<file path="src/rtl/ram_port_arbiter.sv">
// Two-requester arbiter (instruction fetch vs. load/store) in front of one single-port RAM.
// Load/store has priority; a starvation counter forces a fetch grant after STARVE_LIMIT wins.
module ram_port_arbiter #(
    parameter int unsigned STARVE_LIMIT = 3
) (
    input  logic        clk,
    input  logic        rst_n,
    input  logic        if_req,
    input  logic [7:0]  if_addr,
    output logic        if_gnt,
    output logic        if_rvalid,
    output logic [31:0] if_rdata,
    input  logic        ls_req,
    input  logic        ls_we,
    input  logic [7:0]  ls_addr,
    input  logic [31:0] ls_wdata,
    output logic        ls_gnt,
    output logic        ls_rvalid,
    output logic [31:0] ls_rdata,
    output logic [7:0]  ram_addr,
    output logic [31:0] ram_data,
    output logic        ram_we,
    input  logic [31:0] ram_q
);

    localparam logic [2:0] Limit = 3'(STARVE_LIMIT);

    logic [2:0] starve_cnt_q, starve_cnt_d;
    logic       if_rvalid_q, if_rvalid_d;
    logic       ls_rvalid_q, ls_rvalid_d;
    logic       fetch_forced;

    // Grants are masked while reset is asserted so nothing reaches the RAM.
    always_comb begin
        fetch_forced = if_req && (starve_cnt_q == Limit);
        ls_gnt       = rst_n && ls_req && !fetch_forced;
        if_gnt       = rst_n && if_req && !ls_gnt;
    end

    always_comb begin
        ram_addr = 8'h00;
        ram_data = 32'h0;
        ram_we   = 1'b0;
        if (ls_gnt) begin
            ram_addr = ls_addr;
            ram_data = ls_wdata;
            ram_we   = ls_we;
        end else if (if_gnt) begin
            ram_addr = if_addr;
        end
    end

    always_comb begin
        starve_cnt_d = starve_cnt_q;
        if (ls_gnt && if_req) begin
            if (starve_cnt_q != Limit) begin
                starve_cnt_d = starve_cnt_q + 3'd1;
            end
        end else if (if_gnt || !if_req) begin
            starve_cnt_d = 3'd0;
        end
    end

    // Response tags follow the registered RAM read by exactly one cycle.
    always_comb begin
        if_rvalid_d = if_gnt;
        ls_rvalid_d = ls_gnt && !ls_we;
    end

    always_ff @(posedge clk or negedge rst_n) begin
        if (!rst_n) begin
            starve_cnt_q <= 3'd0;
            if_rvalid_q  <= 1'b0;
            ls_rvalid_q  <= 1'b0;
        end else begin
            starve_cnt_q <= starve_cnt_d;
            if_rvalid_q  <= if_rvalid_d;
            ls_rvalid_q  <= ls_rvalid_d;
        end
    end

    assign if_rvalid = if_rvalid_q;
    assign ls_rvalid = ls_rvalid_q;
    assign if_rdata  = ram_q;
    assign ls_rdata  = ram_q;

endmodule

</file>
<file path="config.mk">
export PLATFORM = sky130hd
export DESIGN_NAME = ram_port_arbiter
export DESIGN_NICKNAME = d
export VERILOG_FILES = /design/src/rtl/ram_port_arbiter.sv
export SDC_FILE = /design/constraint.sdc
export NUM_CORES = 1
export LEC_CHECK = 0
export CAP_MARGIN = 20
export CORE_MARGIN = 2
export CORE_UTILIZATION = 24
export DETAILED_ROUTE_END_ITERATION = 10
export PLACE_DENSITY = 0.89
export SLEW_MARGIN = 10
export SYNTH_ARGS = -nofsm -noshare
export SYNTH_HDL_FRONTEND = slang
export SYNTH_SLANG_ARGS = --single-unit
</file>
<file path="constraint.sdc">
create_clock -name clk -period 2.16 [get_ports clk]
set_clock_uncertainty 0.15 [all_clocks]
set_input_delay 0.432 -clock clk [delete_from_list [all_inputs] [get_ports clk]]
set_output_delay 0.432 -clock clk [all_outputs]
set_load 0.005 [all_outputs]
</file>
Word-level counts from Yosys, hierarchy flattened --
Index checks and enable logic that the tools add are counted.
Word-level totals: register bits 5
Cells by class: $add $sub $neg 1, equality and inequality tests 3, muxes and demuxes 7, reduce and logical (&&, ||, !) cells 14
Operators by type and width (number):
- 32-bit 2-to-1 mux | 1
- 8-bit 2-to-1 mux | 2
- 3-bit 2-to-1 mux | 3
- 1-bit logical AND | 7
- 1-bit zero test | 4
- 3-bit by 1-bit adder with 3-bit output (second input constant) | 1
- 3-bit by 2-bit == test with 1-bit output (second input constant) | 1
- 3-bit by 2-bit != test with 1-bit output (second input constant) | 1
- 2-bit by 1-bit != test with 1-bit output (second input constant) | 1
- 2-bit AND reduction | 1
- 2-bit nonzero test | 1
- 1-bit logical OR | 1
- 1-bit 2-to-1 mux | 1

Logic depth before layout (Yosys ltp) --
Gate-level depths: netlist of run 1.
word-level depth 9, depth in mapped cells 6, mapped depth without buffers 4

Least setup slack after synthesis of run 1 --
No wires, ideal clock.
path type reg2out, start register starve_cnt_q[0], end output port ram_data[0], data arrival time 1393 ps, required time 1578 ps, path slack 185 ps, cell stages (with the launch flop) 7, buffers on the path 2, cells stage by stage dfrtp_1 ha_1 ha_1 and2_1 buf_6 buf_6 nor3b_2
On the way: cells in the longest elaborated chain, start to end 5
RTL lines:
- start, declared | RTL line 28 | logic [2:0] starve_cnt_q, starve_cnt_d;
- start signal, assigned | RTL line 76 | starve_cnt_q <= starve_cnt_d;
- 3-bit by 2-bit == test with 1-bit output | RTL line 35 | fetch_forced = if_req && (starve_cnt_q == Limit);
- 1-bit logical AND | RTL line 35
- 1-bit zero test | RTL line 36 | ls_gnt = rst_n && ls_req && !fetch_forced;
- 1-bit logical AND | RTL line 36
- 32-bit 2-to-1 mux | RTL line 44 | if (ls_gnt) begin
- end, declared | RTL line 21 | output logic [31:0] ram_data,
No other way between the ends.

Final worst setup path of run 1 --
start register starve_cnt_q[0], end output port ram_addr[4]
On the way: cells in the longest elaborated chain, start to end 8
RTL lines:
- 3-bit by 2-bit == test with 1-bit output (*) | RTL line 35
- 1-bit logical AND (*) | RTL line 35
- 1-bit zero test (*) | RTL line 36
- 1-bit logical AND (*) | RTL line 36
- 1-bit zero test | RTL line 37 | if_gnt = rst_n && if_req && !ls_gnt;
- 1-bit logical AND | RTL line 37
- 8-bit 2-to-1 mux | RTL line 48 | end else if (if_gnt) begin
- 8-bit 2-to-1 mux (*) | RTL line 44
- end, declared | RTL line 20 | output logic [7:0] ram_addr,
Mark *: on every way between the ends. The rest lies on a longest branch, timed or not.

==> impl_metrics.csv, run 1 <==
group,metric,value,unit
routing,first_iter_violations,40,
synthesis,postSynthAreaPerCell,8.57,um^2
routing,detail_route.vias_per_cell,4.34,
power,pwr-share-comb,48.9,%
timing,hold_viol_final,0,
layout,most-common-layout-cells,"clkdlybuf4s50_1 (51), buf_2 (42), nor3b_2 (32)",
clock_tree,worst_setup_hold_path_clk_slew,40,ps
timing,maxClockFrequency,0.449,GHz
synthesis,yosys.area_share.adder,1.84,%
global_route,grt_antenna_before_repair,0,
power,pwr-share-clk,32.9,%
routing,detail-route-antenna-nets,0,
synthesis,synth_top_family_by_area,"buffers and inverters",
synthesis,synth.distinct_cells,22,
timing,final.period_utilization,103,%
run_status,violations,"setup timing",
layout,most_common_library_cell_in_the_layout_ignoring_fill_and_taps,"clkdlybuf4s50_1",
routing,detailedRoute.firstPassIterationCount,4,
setup_path,worstSetupStartpointType,"register",
floorplanning,die_height,79.3,um
run_status,outcome,"complete, but fails checks",
global_route,grt_usage,11.1,%
power,leakage,0.898,nW
power,power.sequential.fraction,18.2,%
global_route,first_global_vias,1180,
synthesis,yosys.area_share.xor_xnor,0,%
synthesis,post-synth-top-area-fraction,35.3,%
layout,share_of_final_layout_standard_cells_stronger_than_drive_strength_1,56.7,%
synthesis,synth.cell_area,0.00136,mm^2
clock_tree,cts.root.buffer_cell,"clkbuf_8",
routing,route.final.wire_length,3.88,mm
global_route,grt_residual_overflow,0,
setup_path,critical_path_depth,6,
setup_path,timing.critical_path.cells,"ha_2, ha_4, buf_6, a21bo_4, o32ai_2, buf_2",
setup_path,worst-endpoint-required,1580,ps
timing,min_period,2230,ps
setup_path,crit_path_end_kind,"output port",
layout,footprint_of_the_multi_input_gates,801,um^2
hold_path,hold_class,"input pin to async pin",
layout,final_core_utilization,37.3,%
synthesis,yosysTopAreaCell,"buf_4",
synthesis,synth.area.mux_share,0,%
setup_path,critPathKind,"register to output port",
layout,final-seq-area,125,um^2
floorplanning,initial_utilization,24.7,%
layout,fillCellCount,539,
synthesis,synth_compound_gate_area_share,7.53,%
clock_tree,tritoncts,"built",
layout,n_antenna_cell,0,
clock_tree,numCtsBuffers,3,
clock_tree,ctsLongestPathBuffers,2,
clock_tree,tritoncts_num_sinks,5,
floorplanning,io-pin-count,194,
placed_design,routabilityCongestion,0.677,
clock_tree,holdBufCountCts,0,
job,max-cap-violations,0,
placed_design,count_of_placed_standard_cells_including_taps,271,
synthesis,synthesized_nets,246,
setup_path,worst_ep_arrival_time,1640,ps
setup_path,cp_top_family,"compound AO/OA/AOI/OAI gates",
layout,area_growth,50.6,%
setup_path,worst-path-max-fanout,8,
synthesis,synth_cells,159,
floorplanning,core_area,0.00551,mm^2
layout,fin_cells,280,
setup_path,cpPeakStageDelay,380,ps
power,pwr_density_cell,263,mW/mm^2
power,max-vdd-ir-drop,0.120,mV
timing,grt_setup_unrepaired,"true",
placed_design,post-dp-hpwl,2.90,mm
synthesis,synth_simple_gate_area_share,39.5,%
power,power,0.000539,W
placed_design,placement.io_buffers,97,
global_route,grt_pass1_wl,5.66,mm
routing,vias,1214,
timing,setup_slack,-65.8,ps
setup_path,r2r_cells,6,
timing,slew_headroom,82.5,%
timing,maxSlewViolCount,0,
floorplanning,row_count,27,
setup_path,critPathBufInv,2,
layout,nNetsFinal,296,
clock_tree,clk-insertion-delay-late,220,ps
synthesis,synth.ff_latch_count,5,
synthesis,ys_top_cells_by_area,"buf_4 (35%), nor3b_2 (26%), dfrtp_1 (9.2%)",
setup_path,critPathSlowestCell,"dfrtp_1",
clock_tree,clock_tree.htree_level_count,1,
floorplanning,die_w,79.3,um
power,power.switching,0.000144,W
timing,timing.final.setup_violations,36,
floorplanning,die-area,0.00630,mm^2
global_route,grt_start_max_net_pins,21,
routing,wl_per_cell,13.8,um
power,swShare,26.7,%
routing,drc,0,
power,p_int,0.000395,W
synthesis,yosysSeqAreaShare,9.18,%
synthesis,synth_warnings,0,
timing,max_slew.worst_pin.slew,262,ps
## flip-flops by register name, summed over array words and instances (netlist names)
register and flops:
starve_cnt_q 3, if_rvalid 1, ls_rvalid 1
## layout make-up
class,count,area share [%]
timing repair buffer,120,47.9
multi-input combinational,77,39.0
sequential,5,6.10
tap,72,4.39
clock buffer,4,2.20
inverter,2,0.366
## power groups by stage
stage | clock [W] | sequential, W | combinational, W
finish | 0.000177 | 0.0000983 | 0.000264
global route | 0.000182 | 0.0000986 | 0.000283
CTS | 0.000181 | 0.0000983 | 0.000254
detailed placement | 0 | 0.0000994 | 0.000274
global placement | 0 | 0.0000993 | 0.000269
floorplan | 0 | 0.0000996 | 0.000179
## synth_stat cells, drive strengths merged
cell	number
a21bo	1
a21oi	3
and2	1
buf	75
clkbuf	1
dfrtp	5
ha	2
inv	2
nand2	18
nand2b	3
nand4b	1
nand4bb	2
nor2	2
nor2b	1
nor3	1
nor3b	33
o32ai	8
## final timing paths
check                                start              end  slack, ps
max                        starve_cnt_q[0]      ram_addr[4]        -70
min                                  rst_n        if_rvalid        140
max reg2reg                starve_cnt_q[0]        ls_rvalid        590
min reg2reg                starve_cnt_q[2]  starve_cnt_q[2]        410
max in group asynchronous            rst_n        ls_rvalid       1370
min in group clk           starve_cnt_q[2]  starve_cnt_q[2]        410
## stage by stage
step	hold WS [ps]	TNS (ps)	worst slack, ps	area, um^2
after detailed placement	386	-23690	-724	2030
after CTS	139	-920	-70.4	1990
after global placement	377	-22200	-651	2030
final	138	-771	-65.8	2050
after global routing	157	-3260	-127	2050
after floorplan	-13.6	0	185	1360
## cells by family after synthesis
| kind of cell | Yosys count |
|---|---|
| AO/OA/AOI/OAI | 12 |
| adder cells (fa/ha/maj) | 2 |
| buffers and inverters | 78 |
| flip-flops | 5 |
| AND/OR/NAND/NOR | 62 |
## metal layers
metal	global-route usage [%]	part of all wire [%]
met5	0	0
met4	5.69	2.9
met2	20.3	48
met3	2.50	12
met1	11.8	37
## timing repair
item / 4_1_cts / 5_1_grt
setup endpoints to repair: 43 / 39
gates resized for setup: 197 / 6
pin swaps: 32 / 3
cloned: 1 / 0
buffers inserted: 2 / 2
(Power assumes the default switching activity.)
==> inputs of run 2 (changes only) <==
--- a/config.mk
+++ b/config.mk
@@ -10,6 +10,7 @@
 export CORE_UTILIZATION = 24
 export DETAILED_ROUTE_END_ITERATION = 10
 export PLACE_DENSITY = 0.89
+export SETUP_SLACK_MARGIN = 0.02
 export SLEW_MARGIN = 10
 export SYNTH_ARGS = -nofsm -noshare
 export SYNTH_HDL_FRONTEND = slang
==> impl_metrics.csv, run 2 (same netlist as run 1, synthesis figures left out) <==
group,metric,value,unit
floorplanning,die-area,0.00630,mm^2
layout,max_flop_register,"starve_cnt_q",
timing,max_slew.worst_pin.slew,262,ps
setup_path,critPathSlowestCell,"dfrtp_1",
setup_path,crit_path_from,"starve_cnt_q[0]",
setup_path,worst-endpoint-required,1580,ps
power,pwr_density_cell,263,mW/mm^2
floorplanning,initial_utilization,24.7,%
floorplanning,die_height,79.3,um
setup_path,regToRegEndpoint,"ls_rvalid",
power,max-vdd-ir-drop,0.120,mV
layout,share_of_final_layout_standard_cells_stronger_than_drive_strength_1,56.7,%
timing,min_period,2230,ps
placed_design,post-dp-hpwl,2.90,mm
clock_tree,clk-insertion-delay-late,220,ps
setup_path,r2r_cells,6,
run_status,outcome,"complete, but fails checks",
timing,maxSlewViolCount,0,
layout,final-seq-area,125,um^2
timing,final.period_utilization,103,%
layout,most_common_library_cell_in_the_layout_ignoring_fill_and_taps,"clkdlybuf4s50_1",
clock_tree,worst_setup_hold_path_clk_slew,40,ps
floorplanning,io-pin-count,194,
layout,most-common-layout-cells,"clkdlybuf4s50_1 (51), buf_2 (42), nor3b_2 (32)",
setup_path,critPathBufInv,2,
layout,largest_reg_flops,3,
floorplanning,core_area,0.00551,mm^2
setup_path,worst_ep_arrival_time,1640,ps
timing,hold_viol_final,0,
global_route,grt_residual_overflow,0,
setup_path,cpPeakStageDelay,380,ps
floorplanning,row_count,27,
power,power,0.000539,W
routing,met3WireLength,467,um
hold_path,hold_class,"input pin to async pin",
global_route,first_global_vias,1180,
job,max-cap-violations,0,
layout,fillCellCount,539,
run_status,violations,"setup timing",
timing,maxClockFrequency,0.449,GHz
timing,setup-tns-final,-791,ps
setup_path,worstSetupStartpointType,"register",
placed_design,routabilityCongestion,0.677,
routing,vias,1212,
power,leakage,0.898,nW
global_route,grt_usage,11.1,%
routing,met2_length,1.86,mm
layout,area_growth,50.6,%
setup_path,critPathKind,"register to output port",
routing,wl_per_cell,13.8,um
routing,first_iter_violations,38,
routing,detail_route.vias_per_cell,4.33,
placed_design,count_of_placed_standard_cells_including_taps,271,
clock_tree,holdBufCountCts,0,
clock_tree,ctsLongestPathBuffers,2,
setup_path,register_to_register_setup_slack,590,ps
setup_path,crit-reg2reg-launch,"starve_cnt_q[0]",
setup_path,worst-path-max-fanout,8,
global_route,grt_start_max_net_pins,21,
timing,timing.final.setup_violations,37,
timing,slew_headroom,82.5,%
layout,fin_cells,280,
setup_path,timing.critical_path.cells,"ha_2, ha_4, buf_6, a21bo_4, o32ai_2, buf_2",
global_route,grt_pass1_wl,5.66,mm
routing,top_layer,"met4",
clock_tree,cts.root.buffer_cell,"clkbuf_8",
global_route,grt_antenna_before_repair,0,
setup_path,cp_top_family,"compound AO/OA/AOI/OAI gates",
layout,nNetsFinal,296,
timing,grt_setup_unrepaired,"true",
timing,setup_slack,-65.8,ps
clock_tree,tritoncts_num_sinks,5,
routing,met1_length,1.43,mm
clock_tree,clock_tree.htree_level_count,1,
layout,footprint_of_the_multi_input_gates,801,um^2
routing,route.final.wire_length,3.87,mm
floorplanning,die_w,79.3,um
clock_tree,numCtsBuffers,3,
routing,detail-route-antenna-nets,0,
clock_tree,tritoncts,"built",
layout,n_antenna_cell,0,
routing,detailedRoute.firstPassIterationCount,4,
setup_path,crit_path_end_kind,"output port",
placed_design,placement.io_buffers,97,
routing,drc,0,
[run 2: worst max path at each step]
stage	to	slack (ps)	cells after the start
2_1_floorplan	ram_data[0]	190	6
3_3_place_gp	ram_addr[7]	-650	4
3_5_place_dp	ram_addr[5]	-720	4
4_1_cts	ram_data[18]	-70	6
5_1_grt	ram_addr[4]	-130	6
6_report	ram_addr[4]	-70	6
[run 2: per-layer routing]
metal  track usage, %  vias up
met5                0        -
met4             5.69        0
met3             2.50       20
met2             20.3       77
met1             11.8      546
li1                 -      569
[run 2: through the flow]
| step | util (%) | cell area (um^2) | hold WS, ps | setup slack (ps) |
|---|---|---|---|---|
| after floorplan | - | 1360 | -13.6 | 185 |
| after global placement | 36.8 | 2030 | 377 | -651 |
| after detailed placement | 36.8 | 2030 | 386 | -724 |
| after CTS | 36.1 | 1990 | 139 | -70.4 |
| after global routing | 37.3 | 2050 | 157 | -127 |
| final | 37.3 | 2050 | 138 | -65.8 |
[run 2: repair_timing]
item	in CTS	in global routing
setup buffers	2	2
endpoints found under the setup margin	43	40
gates resized for setup	197	6
pin swaps	32	4
hold endpoints to repair	0	0
gates cloned	1	0
[run 2: area by class of cell]
| type | count | area share [%] |
|---|---|---|
| sequential | 5 | 6.10 |
| inverter | 2 | 0.366 |
| tap | 72 | 4.39 |
| multi-input combinational | 77 | 39.0 |
| clock buffer | 4 | 2.20 |
| timing repair buffer | 120 | 47.9 |
[run 2: power by group]
group / switching (W) / internal (W) / leakage [nW]
clock network: 0.0000500 / 0.000127 / 0.0228
registers: 0.00000129 / 0.0000971 / 0.0682
logic: 0.0000928 / 0.000171 / 0.807
total: 0.000144 / 0.000395 / 0.898
